**config.mk**
```make
export PLATFORM = sky130hd
export DESIGN_NAME = qam_demapper_stream_flat
export DESIGN_NICKNAME = d
export VERILOG_FILES = /design/src/rtl/qam_demapper_stream_if.sv /design/src/rtl/qam_demapper_stream.sv /design/src/flat_wrapper.sv
export SDC_FILE = /design/constraint.sdc
export NUM_CORES = 1
export LEC_CHECK = 0
export ABC_AREA = 1
export ABC_CLOCK_PERIOD_IN_PS = 3100
export BUFFER_PORTS_ARGS = -buffer_cell sky130_fd_sc_hd__clkbuf_2
export CAP_MARGIN = 20
export CORE_MARGIN = 1.5
export CORE_UTILIZATION = 40
export DETAILED_ROUTE_END_ITERATION = 8
export GPL_ROUTABILITY_DRIVEN = 0
export SLEW_MARGIN = 20
export SYNTH_ARGS = -nofsm -noshare
export SYNTH_HDL_FRONTEND = slang
export SYNTH_SLANG_ARGS = --single-unit
```
**constraint.sdc**
```tcl
create_clock -name clk -period 3.1 [get_ports clk]
set_input_delay 0.62 -clock clk [delete_from_list [all_inputs] [get_ports clk]]
set_output_delay 0.62 -clock clk [all_outputs]
set_load 0.02 [all_outputs]
```
**src/rtl/qam_demapper_stream_if.sv**
```systemverilog
// -----------------------------------------------------------------------------
// qam_demapper_stream_if
// Purpose : Groups the receive-side and transmit-side valid/ready streams of the
//           QAM hard-decision demapper into one bundle.
// Modports:
//   master - the surrounding logic: drives samples and out_ready, observes
//            in_ready and the demapped beat.
//   slave  - the demapper itself.
// Signals :
//   in_valid/in_ready/in_i/in_q/mod    equalised subcarrier stream
//   out_valid/out_ready/out_bits/
//   out_nbits/out_last                 demapped bit stream
// -----------------------------------------------------------------------------
interface qam_demapper_stream_if #(
    parameter int W = 8
);
    logic                in_valid;
    logic                in_ready;
    logic signed [W-1:0] in_i;
    logic signed [W-1:0] in_q;
    logic [1:0]          mod;
    logic                out_valid;
    logic                out_ready;
    logic [5:0]          out_bits;
    logic [2:0]          out_nbits;
    logic                out_last;

    modport master (
        output in_valid, in_i, in_q, mod, out_ready,
        input  in_ready, out_valid, out_bits, out_nbits, out_last
    );

    modport slave (
        input  in_valid, in_i, in_q, mod, out_ready,
        output in_ready, out_valid, out_bits, out_nbits, out_last
    );
endinterface

```
**src/rtl/qam_demapper_stream.sv**
```systemverilog
// -----------------------------------------------------------------------------
// qam_demapper_stream
// Purpose : Streaming hard-decision demapper (BPSK/QPSK/16-QAM/64-QAM, Gray)
//           for the 802.11a receive path. Slices each equalised subcarrier by
//           nearest-point thresholds, counts subcarriers per OFDM symbol and
//           flags the last one. Two register stages, one beat per cycle.
// Ports   :
//   clk  - rising-edge clock
//   rst  - synchronous reset, active high
//   bus  - qam_demapper_stream_if.slave (input and output streams)
// -----------------------------------------------------------------------------
module qam_demapper_stream #(
    parameter int W    = 8,
    parameter int UNIT = 16,
    parameter int N_SC = 48
) (
    input  logic                   clk,
    input  logic                   rst,
    qam_demapper_stream_if.slave   bus
);
    localparam int CW = (N_SC > 1) ? $clog2(N_SC) : 1;

    // Decision thresholds on |x|, sized to the magnitude width
    localparam logic [W:0] T2 = (W+1)'(2 * UNIT);
    localparam logic [W:0] T4 = (W+1)'(4 * UNIT);
    localparam logic [W:0] T6 = (W+1)'(6 * UNIT);
    localparam logic [CW-1:0] SC_LAST = CW'(N_SC - 1);

    // Magnitude with one extra bit so the most negative sample does not wrap
    function automatic logic [W:0] abs_ext(input logic [W-1:0] x);
        logic [W:0] e;
        e = {x[W-1], x};
        if (x[W-1]) begin
            abs_ext = ~e + (W+1)'(1);
        end else begin
            abs_ext = e;
        end
    endfunction

    // Per-axis slice; returns {b2, b1, b0} with unused bits zero
    function automatic logic [2:0] slice_axis(input logic [W:0] a,
                                              input logic       sgn,
                                              input logic [1:0] m);
        case (m)
            2'd2:    slice_axis = {1'b0, (a < T2), sgn};
            2'd3:    slice_axis = {((a >= T2) && (a < T6)), (a < T4), sgn};
            default: slice_axis = {2'b00, sgn};
        endcase
    endfunction

    logic            w_en;
    logic            w_acc;
    logic [1:0]      w_mod_use;
    logic [2:0]      w_dec_i;
    logic [2:0]      w_dec_q;
    logic [5:0]      w_bits;
    logic [2:0]      w_nbits;

    logic [CW-1:0]   r_sc_cnt;
    logic [1:0]      r_mod;

    logic            r_s1_valid;
    logic [W:0]      r_s1_abs_i;
    logic [W:0]      r_s1_abs_q;
    logic            r_s1_sgn_i;
    logic            r_s1_sgn_q;
    logic [1:0]      r_s1_mod;
    logic            r_s1_last;

    logic            r_s2_valid;
    logic [5:0]      r_s2_bits;
    logic [2:0]      r_s2_nbits;
    logic            r_s2_last;

    // Whole pipeline advances together whenever the output slot can move
    assign w_en  = !r_s2_valid || bus.out_ready;
    assign w_acc = bus.in_valid && w_en;

    // First subcarrier of a symbol takes mod straight from the port so the
    // latch and its first use happen in the same beat
    always_comb begin
        w_mod_use = r_mod;
        if (r_sc_cnt == {CW{1'b0}}) begin
            w_mod_use = bus.mod;
        end else begin
            w_mod_use = r_mod;
        end
    end

    // Decision logic feeding the output registers
    always_comb begin
        w_dec_i = slice_axis(r_s1_abs_i, r_s1_sgn_i, r_s1_mod);
        w_dec_q = slice_axis(r_s1_abs_q, r_s1_sgn_q, r_s1_mod);
        w_bits  = 6'd0;
        w_nbits = 3'd1;
        case (r_s1_mod)
            2'd0: begin
                w_bits  = {5'd0, w_dec_i[0]};
                w_nbits = 3'd1;
            end
            2'd1: begin
                w_bits  = {4'd0, w_dec_q[0], w_dec_i[0]};
                w_nbits = 3'd2;
            end
            2'd2: begin
                w_bits  = {2'd0, w_dec_q[1:0], w_dec_i[1:0]};
                w_nbits = 3'd4;
            end
            2'd3: begin
                w_bits  = {w_dec_q, w_dec_i};
                w_nbits = 3'd6;
            end
            default: begin
                w_bits  = 6'd0;
                w_nbits = 3'd1;
            end
        endcase
    end

    // Subcarrier counter and per-symbol modulation latch
    always_ff @(posedge clk) begin
        if (rst) begin
            r_sc_cnt <= {CW{1'b0}};
            r_mod    <= 2'd0;
        end else if (w_acc) begin
            if (r_sc_cnt == {CW{1'b0}}) begin
                r_mod <= bus.mod;
            end
            if (r_sc_cnt == SC_LAST) begin
                r_sc_cnt <= {CW{1'b0}};
            end else begin
                r_sc_cnt <= r_sc_cnt + CW'(1);
            end
        end
    end

    // Stage 1: magnitudes, signs, modulation and last flag
    always_ff @(posedge clk) begin
        if (rst) begin
            r_s1_valid <= 1'b0;
            r_s1_abs_i <= {(W+1){1'b0}};
            r_s1_abs_q <= {(W+1){1'b0}};
            r_s1_sgn_i <= 1'b0;
            r_s1_sgn_q <= 1'b0;
            r_s1_mod   <= 2'd0;
            r_s1_last  <= 1'b0;
        end else if (w_en) begin
            r_s1_valid <= bus.in_valid;
            if (bus.in_valid) begin
                r_s1_abs_i <= abs_ext(bus.in_i);
                r_s1_abs_q <= abs_ext(bus.in_q);
                r_s1_sgn_i <= ~bus.in_i[W-1];
                r_s1_sgn_q <= ~bus.in_q[W-1];
                r_s1_mod   <= w_mod_use;
                r_s1_last  <= (r_sc_cnt == SC_LAST);
            end
        end
    end

    // Stage 2: registered decisions driving the output stream
    always_ff @(posedge clk) begin
        if (rst) begin
            r_s2_valid <= 1'b0;
            r_s2_bits  <= 6'd0;
            r_s2_nbits <= 3'd0;
            r_s2_last  <= 1'b0;
        end else if (w_en) begin
            r_s2_valid <= r_s1_valid;
            if (r_s1_valid) begin
                r_s2_bits  <= w_bits;
                r_s2_nbits <= w_nbits;
                r_s2_last  <= r_s1_last;
            end
        end
    end

    assign bus.in_ready  = w_en;
    assign bus.out_valid = r_s2_valid;
    assign bus.out_bits  = r_s2_bits;
    assign bus.out_nbits = r_s2_nbits;
    assign bus.out_last  = r_s2_last;
endmodule
```
**src/flat_wrapper.sv**
```systemverilog
// flat-port wrapper written by rule: the top's interface ports become plain ports
module qam_demapper_stream_flat 
#(
    parameter int W    = 8,
    parameter int UNIT = 16,
    parameter int N_SC = 48
)
  (clk, rst, bus_in_valid, bus_in_i, bus_in_q, bus_mod, bus_out_ready, bus_in_ready, bus_out_valid, bus_out_bits, bus_out_nbits, bus_out_last);
  qam_demapper_stream_if #(.W(W)) bus_i ();
  input  logic clk;
  input  logic rst;
  input wire logic [$bits(bus_i.in_valid)-1:0] bus_in_valid;
  input wire logic [$bits(bus_i.in_i)-1:0] bus_in_i;
  input wire logic [$bits(bus_i.in_q)-1:0] bus_in_q;
  input wire logic [$bits(bus_i.mod)-1:0] bus_mod;
  input wire logic [$bits(bus_i.out_ready)-1:0] bus_out_ready;
  output wire logic [$bits(bus_i.in_ready)-1:0] bus_in_ready;
  output wire logic [$bits(bus_i.out_valid)-1:0] bus_out_valid;
  output wire logic [$bits(bus_i.out_bits)-1:0] bus_out_bits;
  output wire logic [$bits(bus_i.out_nbits)-1:0] bus_out_nbits;
  output wire logic [$bits(bus_i.out_last)-1:0] bus_out_last;
  assign bus_i.in_valid = bus_in_valid;
  assign bus_i.in_i = bus_in_i;
  assign bus_i.in_q = bus_in_q;
  assign bus_i.mod = bus_mod;
  assign bus_i.out_ready = bus_out_ready;
  assign bus_in_ready = bus_i.in_ready;
  assign bus_out_valid = bus_i.out_valid;
  assign bus_out_bits = bus_i.out_bits;
  assign bus_out_nbits = bus_i.out_nbits;
  assign bus_out_last = bus_i.out_last;
  qam_demapper_stream #(.W(W), .UNIT(UNIT), .N_SC(N_SC)) u_core (.clk(clk), .rst(rst), .bus(bus_i));
endmodule
```
---- After elaboration in Yosys (flattened, before gate mapping) ----
Index checks and enable logic that the tools add are counted.
cells by class
  add/sub/neg operators ................... 3
  multipliers ............................. 0
  divide/modulo/power cells ............... 0
  order comparisons ....................... 8
  equal/unequal tests ..................... 4
  shift-type cells ........................ 0
  mux-type cells .......................... 8
  bitwise operators ....................... 4
  reduce and logical (&&, ||, !) cells .... 9
operators by type and width
  kind                   number
  $lt A9 B7 Y1 const B   4
  $pmux W6 S4            1
  $add A9 B1 Y9 const B  2
  $ge A9 B6 Y1 const B   2
  $lt A9 B6 Y1 const B   2
  $mux W9                2
  $not A9 Y9             2
  $pmux W3 S2            2
  $pmux W3 S4            1
  $add A6 B1 Y6 const B  1
  $eq A6 B6 Y1 const B   1
  $logic_not A6 Y1       1
  $mux W6                1
  $eq A2 B2 Y1 const B   2
  $reduce_and A2 Y1      2
  $logic_and A1 B1 Y1    3
  $eq A2 B1 Y1 const B   1
  $logic_not A2 Y1       1
  $mux W2                1
  $not A1 Y1             2
  $logic_not A1 Y1       1
  $logic_or A1 B1 Y1     1
word-level totals
  flip-flop bits (word level) ............. 43
  latch bits .............................. 0
  bits in writable memories ............... 0
  memory bits (read-only) ................. 0
  output and inout bits ................... 12
  memories ................................ 0

---- Logic depth before layout (Yosys ltp) ----
Gate-level depths: netlist of run 1.
  depth after elaboration ................. 4
  depth in mapped cells ................... 9

---- Worst setup path before layout of run 1 ----
Ideal clock, no wire load.
  path kind ............................... input-to-output
  start point ............................. input bus_out_ready
  end point ............................... output bus_in_ready
  arrival time ............................ 0.751 ns
  required time ........................... 2.480 ns
  slack ................................... 1.729 ns
  cell stages on the path ................. 2
  buffers on the path ..................... 0
  cells stage by stage .................... inv_2 nand2_4
on the way
  cells in the longest elaborated chain, start to end .. 1
RTL lines
  item                line                       source
  start, declared     flat_wrapper.sv:16         input wire logic [$bits(bus_i.out_ready)-1:0] bus_out_ready;
  $logic_or A1 B1 Y1  qam_demapper_stream.sv:76  assign w_en = !r_s2_valid || bus.out_ready;
  end, declared       flat_wrapper.sv:17         output wire logic [$bits(bus_i.in_ready)-1:0] bus_in_ready;
No other way between the ends.

---- Final worst setup path of run 1 ----
Same ends and word-level chain as after synthesis.

==> results by group, run 1 <==
Yosys
  – Proportion of synthesized area in mux cells: 0%
  – Avg Inst Size Synth: 7.07 sq um
  – Number of flops mapped to enable cells by yosys: 0
  – Post-Synth Adder-Cell Area: 3.10%
  – Library cell occupying the most area in the post-synthesis netlist: sky130_fd_sc_hd__dfxtp_1
  – Post-synth net total: 254
  – Dominant combinational cell family by area after synthesis: simple AND/OR/NAND/NOR gates
  – Share of async-settable or async-resettable flops after synthesis: 0%
  – Complex-gate fraction of the synthesized area: 12.0%
  – Number of distinct standard cells referenced by the synthesized netlist: 27
  – Mapped Cells: 228
  – Part of the Yosys area used for sequential elements: 38.5%
  – Flip-flop cell with the highest count after synthesis: sky130_fd_sc_hd__dfxtp_1
  – Portion of synthesized cell area occupied by the leading cell type: 38.5%
  – Syn Std Cell Area: 1610 sq um
  – Syn. warnings: 0
  – Flops & latches, synth: 31
  – Most frequent cells after synthesis: sky130_fd_sc_hd__nand2_1, sky130_fd_sc_hd__nor2_1, sky130_fd_sc_hd__dfxtp_1
  – XOR/XNOR Fraction of Synth Area: 0.543%
  – Top cells by area in the synthesized netlist: sky130_fd_sc_hd__dfxtp_1, sky130_fd_sc_hd__nand2_1, sky130_fd_sc_hd__nor2_1
  – Simple-gate area share of the yosys netlist: 33.6%

Die
  – Die width: 66.5 microns
  – # rows: 22
  – Die H: 66.5 microns
  – Starting utilization of the core area: 42.8%
  – Core Area: 3770 sq um
  – Num ports: 34
  – Total die area: 4420 sq um

Timing
  – Slew headroom: 76.7%
  – Slew of the pin with the lowest slew margin: 0.349 ns
  – Final setup vio count: 0
  – Hold Violations, Final: 0
  – Worst Skew: 0.00679 ns
  – Unrepaired setup endpoints after global routing: false
  – Period utilization: 53.8%
  – Setup Total Neg Slack: 0 ns
  – Peak clock frequency supported by timing: 599 MHz
  – Fin Hold WS: 0.442 ns
  – Count of final max-slew check failures: 0
  – Clock period minus worst slack: 1.67 ns

CTS
  – Clock sink total: 31
  – Clock latency at the later pin of the worst-skew pair: 0.28 ns
  – # hold bufs at CTS: 0
  – H-tree depth reported by CTS: 2
  – Clock tree from TritonCTS: yes
  – Number of buffers created by CTS: 5
  – Deepest clock path buffer count: 2
  – PostCTS Resize Cnt: 0
  – Clock-pin transition on the worst setup and hold timing paths: 0.06 ns
  – Master cell of the clock root buffer: sky130_fd_sc_hd__clkbuf_8
  – Buffer count from post-CTS setup fixing: 0

Placement
  – Area after detailed placement: 1760 sq um
  – Number of I/O port buffers: 33
  – Detailed-placement wirelength estimate: 2.20 mm
  – Placed cells: 299

Power and ir drop
  – Total power divided by cell area: 462 nW/um^2
  – Standby leakage power: 0.869 nW
  – Max rail drop VDD: 0.203 mV

Detailed routing
  – Via density per instance: 4.54
  – Count of vias placed by the detailed router: 1395
  – First DRT Iteration DRCs: 49
  – Pre-Repair DR Iteration Count: 4
  – Detail Route Antenna Nets: 0
  – Detailed-route wire length: 2.91 mm
  – Final routed DRC violation total: 0
  – Average routed wire per standard cell: 9.48 microns

Setup path
  – Category of the worst setup path capture point: output port
  – Endpoint of the worst register-to-register path: u_core.r_sc_cnt[4]
  – Path type of the worst setup path: primary input to output port
  – Arrival @ worst endpoint: 1.05 ns
  – Worst-path fanout max: 4
  – Element type at the critical path start: primary input
  – Reg-to-Reg Start: u_core.r_sc_cnt[0]
  – Reg2reg setup slack: 1.92 ns
  – Worst Reg2Reg Path Length in Cells: 8
  – Required time at the worst-slack endpoint: 2.48 ns

Hold path
  – Startpoint of the worst hold path: u_core.r_s1_abs_i[8]
  – Terminating pin of the worst hold path: u_core.r_s1_abs_i[8]
  – Cell depth of the worst min-delay path: 2
  – Worst hold path type: register to register

Cells and area
  – Total non-filler cell area in the finished layout: 1850 sq um
  – Non-filler instance count after layout: 307
  – P&R area growth vs syn: 14.4%
  – # diodes: 0
  – Util after Layout: 48.9%
  – Share of post-route cells with drive strength above 1: 22.0%
  – Net count reported at finish: 284

GRT
  – Wire length of the first global-routing pass: 5.30 mm
  – Largest net degree at the start of global routing: 16
  – Final global-route overflow total: 0
  – Initial antenna violation count: 0
  – Total Routing Usage GR: 15.8%
  – Vias in the first global route: 1255

Status
  – Run status: complete, no violations

Flow run
  – Max Cap Viol: 0
worst max-delay path: stages:
cell and delay (ns):
sky130_fd_sc_hd__clkbuf_2 0.12, sky130_fd_sc_hd__inv_2 0.05, sky130_fd_sc_hd__nand2_4 0.08, sky130_fd_sc_hd__clkbuf_2 0.17
cells in the final DEF (no fill, tap or decap), types with 3 or more instances in the layout:
master / count
sky130_fd_sc_hd__nand4_1: 3
sky130_fd_sc_hd__ha_1: 4
sky130_fd_sc_hd__clkbuf_8: 5
sky130_fd_sc_hd__nand2_1: 40
sky130_fd_sc_hd__o21ai_0: 8
sky130_fd_sc_hd__nand2_4: 3
sky130_fd_sc_hd__nor2_1: 40
sky130_fd_sc_hd__nand3_1: 16
sky130_fd_sc_hd__dfxtp_1: 31
sky130_fd_sc_hd__o21ai_1: 6
sky130_fd_sc_hd__inv_2: 5
sky130_fd_sc_hd__inv_1: 28
sky130_fd_sc_hd__a21oi_1: 19
sky130_fd_sc_hd__clkbuf_2: 33
worst max path at each step:
stage / startpoint / to / slack, ns / cells past startpoint
4_1_cts: bus_out_ready / bus_in_ready / 1.42 / 4
3_3_place_gp: bus_out_ready / bus_in_ready / 1.43 / 4
2_1_floorplan: bus_out_ready / bus_in_ready / 1.73 / 2
6_report: bus_out_ready / bus_in_ready / 1.43 / 4
5_1_grt: bus_out_ready / bus_in_ready / 1.40 / 4
3_5_place_dp: bus_out_ready / bus_in_ready / 1.43 / 4
layer usage:
| layer | GRT usage (%) | part of all wire, % | wire (microns) |
|---|---|---|---|
| met4 | 8.42 | 1.1 | 33 |
| met5 | 0 | 0 | 0 |
| met1 | 20.7 | 51 | 1490 |
| met3 | 4.05 | 4.5 | 131 |
| met2 | 23.5 | 43 | 1250 |
area by class of cell:
| type | count | area [sq um] |
|---|---|---|
| multi-input cells | 154 | 795 |
| inverters | 33 | 124 |
| flip-flops and latches | 31 | 621 |
| well taps | 48 | 60.1 |
| fillers | 401 | 1930 |
| clock inverters | 1 | 5.00 |
| clock buffers | 7 | 76.3 |
| repair buffers | 33 | 165 |
stage by stage:
step | worst slack [ns] | power (mW)
after floorplan | 1.73 | 0.538
final | 1.43 | 0.853
after global placement | 1.43 | 0.568
after global routing | 1.40 | 0.908
after detailed placement | 1.43 | 0.569
after CTS | 1.42 | 0.871
where the power goes:
group	total [mW]	internal (mW)	switching, mW	leakage, nW
sequential	0.431	0.417	0.0143	0.253
combinational	0.127	0.0468	0.0800	0.574
clock	0.295	0.157	0.138	0.0422
total	0.853	0.621	0.232	0.869
kinds of logic (layout without fill, tap and decap cells):
logic type,after synthesis,after routing
fa+ha+maj,4,4
flops,31,31
buf+inv,43,74
xor+xnor,1,1
simple gates,113,113
compound gates,36,36
sequential cells by signal, summed over array words and instances, names as in the netlist:
| register | flops |
|---|---|
| u_core.r_s1_abs_q | 4 |
| u_core.bus.out_valid | 1 |
| u_core.r_sc_cnt | 6 |
| u_core.r_s1_valid | 1 |
| u_core.bus.out_bits | 6 |
| u_core.bus.out_nbits | 3 |
| u_core.r_s1_last | 1 |
| u_core.r_s1_sgn_q | 1 |
| u_core.r_s1_sgn_i | 1 |
| u_core.r_s1_abs_i | 4 |
| u_core.bus.out_last | 1 |
| u_core.r_mod | 2 |
(Power assumes the default switching activity.)
==> inputs of run 2 (changes only) <==
--- a/config.mk
+++ b/config.mk
@@ -5,8 +5,8 @@
 export SDC_FILE = /design/constraint.sdc
 export NUM_CORES = 1
 export LEC_CHECK = 0
-export ABC_AREA = 1
-export ABC_CLOCK_PERIOD_IN_PS = 3100
+export ABC_AREA = 0
+export ABC_CLOCK_PERIOD_IN_PS = 1500
 export BUFFER_PORTS_ARGS = -buffer_cell sky130_fd_sc_hd__clkbuf_2
 export CAP_MARGIN = 20
 export CORE_MARGIN = 1.5
==> constraint.sdc (replaced) <==
create_clock -name clk -period 1.5 [get_ports clk]
set_input_delay 0.3 -clock clk [delete_from_list [all_inputs] [get_ports clk]]
set_output_delay 0.3 -clock clk [all_outputs]
set_load 0.02 [all_outputs]
==> run 2 against run 1 <==
Power grew 130%; worst setup slack lost 1.3 ns; critical path depth up 2; critical endpoint is now u_core.r_mod[1]; largest cell class unchanged.
==> results by group, run 2 <==
Status
  – Run status: complete, no violations

Detailed routing
  – Detail Route Antenna Nets: 0
  – Average routed wire per standard cell: 10.9 microns
  – First DRT Iteration DRCs: 27
  – Via density per instance: 5.04
  – Count of vias placed by the detailed router: 1294
  – Pre-Repair DR Iteration Count: 4
  – Detailed-route wire length: 2.81 mm
  – Final routed DRC violation total: 0

Timing
  – Slew of the pin with the lowest slew margin: 0.330 ns
  – Hold Violations, Final: 0
  – Setup Total Neg Slack: 0 ns
  – Final setup vio count: 0
  – Period utilization: 93.9%
  – Count of final max-slew check failures: 0
  – Clock period minus worst slack: 1.41 ns
  – Fin Hold WS: 0.249 ns
  – Slew headroom: 77.8%
  – Worst Skew: 0.00715 ns
  – Peak clock frequency supported by timing: 710 MHz
  – Unrepaired setup endpoints after global routing: false

GRT
  – Total Routing Usage GR: 14.6%
  – Initial antenna violation count: 0
  – Final global-route overflow total: 0
  – Wire length of the first global-routing pass: 4.78 mm
  – Largest net degree at the start of global routing: 24
  – Vias in the first global route: 1157

Die
  – Num ports: 34
  – # rows: 22
  – Die H: 64.6 microns
  – Core Area: 3660 sq um
  – Total die area: 4170 sq um
  – Die width: 64.6 microns
  – Starting utilization of the core area: 41.4%

Setup path
  – Required time at the worst-slack endpoint: 1.66 ns
  – Delay of the slowest cell on the worst path: 0.33 ns
  – Path type of the worst setup path: register to register
  – Critical-path cell with the highest stage delay: sky130_fd_sc_hd__dfxtp_1
  – Worst-path fanout max: 3
  – Ordered list of cells on the worst path: inv_1 > ha_1 > nor4b_1 > nand4b_1 > mux2i_1 > nor2_1
  – Category of the worst setup path capture point: register
  – Number of buffers and inverters on the critical path: 1
  – Kind of cell adding the most delay to the critical path: simple AND/OR/NAND/NOR gates
  – Reg-to-Reg Start: u_core.r_sc_cnt[0]
  – Critical Path Start: u_core.r_sc_cnt[0]
  – Arrival @ worst endpoint: 1.57 ns
  – Element type at the critical path start: register

Yosys
  – Flip-flop cell with the highest count after synthesis: sky130_fd_sc_hd__dfxtp_1
  – Library cell occupying the most area in the post-synthesis netlist: sky130_fd_sc_hd__dfxtp_1
  – Portion of synthesized cell area occupied by the leading cell type: 40.9%
  – Share of async-settable or async-resettable flops after synthesis: 0%
  – Mapped Cells: 177
  – Part of the Yosys area used for sequential elements: 40.9%
  – Syn. warnings: 0
  – Syn Std Cell Area: 1520 sq um
  – Avg Inst Size Synth: 8.57 sq um
  – Flops & latches, synth: 31
  – Post-synth net total: 203
  – Number of distinct standard cells referenced by the synthesized netlist: 43
  – Cell with the most instances after synthesis: sky130_fd_sc_hd__dfxtp_1
  – Top cells by area in the synthesized netlist: sky130_fd_sc_hd__dfxtp_1, sky130_fd_sc_hd__nand2_1, sky130_fd_sc_hd__a21oi_1
  – Most frequent cells after synthesis: sky130_fd_sc_hd__dfxtp_1, sky130_fd_sc_hd__nand2_1, sky130_fd_sc_hd__a21oi_1
  – Number of flops mapped to enable cells by yosys: 0

Flow run
  – Max Cap Viol: 0

Power and ir drop
  – Net switching power: 0.457 mW
  – Part of the power in the clock network: 42.8%
  – Max rail drop VDD: 0.741 mV
  – Total power divided by cell area: 1080 nW/um^2
  – Sw Ratio: 23.4%
  – Cell internal pwr: 1.50 mW
  – Sequential fraction of design power: 45.3%
  – Total Power: 1.96 mW
  – Combinational power share: 11.8%
  – Standby leakage power: 0.753 nW

CTS
  – Buffer count from post-CTS setup fixing: 0
  – Clock sink total: 31
  – H-tree depth reported by CTS: 2
  – # hold bufs at CTS: 0
  – PostCTS Resize Cnt: 0
  – Deepest clock path buffer count: 2
  – Number of buffers created by CTS: 5
  – Clock latency at the later pin of the worst-skew pair: 0.28 ns
  – Master cell of the clock root buffer: sky130_fd_sc_hd__clkbuf_8
  – Clock-pin transition on the worst setup and hold timing paths: 0.07 ns
  – Clock tree from TritonCTS: yes

Cells and area
  – Net count reported at finish: 234
  – Most common cell after layout, fill and taps aside: sky130_fd_sc_hd__clkbuf_2
  – P&R area growth vs syn: 19.1%
  – Util after Layout: 49.4%
  – Total non-filler cell area in the finished layout: 1810 sq um
  – Share of post-route cells with drive strength above 1: 26.3%
  – # diodes: 0
  – Leading cell types in the layout, fill and taps excluded: sky130_fd_sc_hd__clkbuf_2, sky130_fd_sc_hd__dfxtp_1, sky130_fd_sc_hd__nand2_1

Placement
  – Detailed-placement wirelength estimate: 2.18 mm
  – Number of I/O port buffers: 33
  – Area after detailed placement: 1690 sq um

Hold path
  – Worst hold path type: primary input to register
  – Startpoint of the worst hold path: bus_mod[0]
==> run 2: through the flow <==
step	worst slack (ns)	cells
3_3_place_gp	0.0575	249
6_report	0.0908	257
4_1_cts	0.0868	257
3_5_place_dp	0.0378	249
5_1_grt	0.0166	257
2_1_floorplan	0.0816	177
==> run 2: logic make-up (layout without fill, tap and decap cells) <==
| family | after synthesis | count (layout) | synth area share [%] |
|---|---|---|---|
| AOI/OAI and AO/OA | 34 | 34 | 14.4 |
| muxes | 3 | 3 | 1.98 |
| xor gates and xnor gates | 8 | 8 | 4.62 |
| DFF | 31 | 31 | 40.9 |
| and+or+nand+nor | 76 | 76 | 27.3 |
| buffers and inverters | 21 | 53 | 7.43 |
| adders and majority gates | 4 | 4 | 3.30 |
==> run 2: cell type report <==
cell class / count / area [sq um]
fill: 361 / 1850
multi-input combinational: 125 / 783
sequential: 31 / 621
timing repair buffer: 37 / 195
clock buffer: 6 / 82.6
tap: 48 / 60.1
clock inverter: 2 / 35.0
inverter: 8 / 30.0
==> run 2: power groups by stage <==
stage / clock network (mW) / registers [mW] / logic (mW)
floorplan: 0 / 0.911 / 0.162
global placement: 0 / 0.903 / 0.227
detailed placement: 0 / 0.905 / 0.234
CTS: 0.857 / 0.887 / 0.235
global route: 0.891 / 0.892 / 0.259
finish: 0.837 / 0.887 / 0.231
==> run 2: routing by layer <==
layer,share of wire [%],track usage [%]
met5,0,0
met4,1.1,5.32
met3,5.0,4.17
met2,49,26.2
met1,45,16.4
==> run 2: worst paths after layout <==
check	end	slack (ns)	cells after the start
max	u_core.r_mod[1]	0.09	6
min reg2reg	u_core.bus.out_bits[2]	0.45	2
min	u_core.r_mod[0]	0.25	3
max reg2reg	u_core.r_mod[1]	0.09	6
==> run 2: worst min-delay path: stages <==
cell and delay (ns):
sky130_fd_sc_hd__clkbuf_2 0.07, sky130_fd_sc_hd__mux2i_1 0.05, sky130_fd_sc_hd__nor2_1 0.07
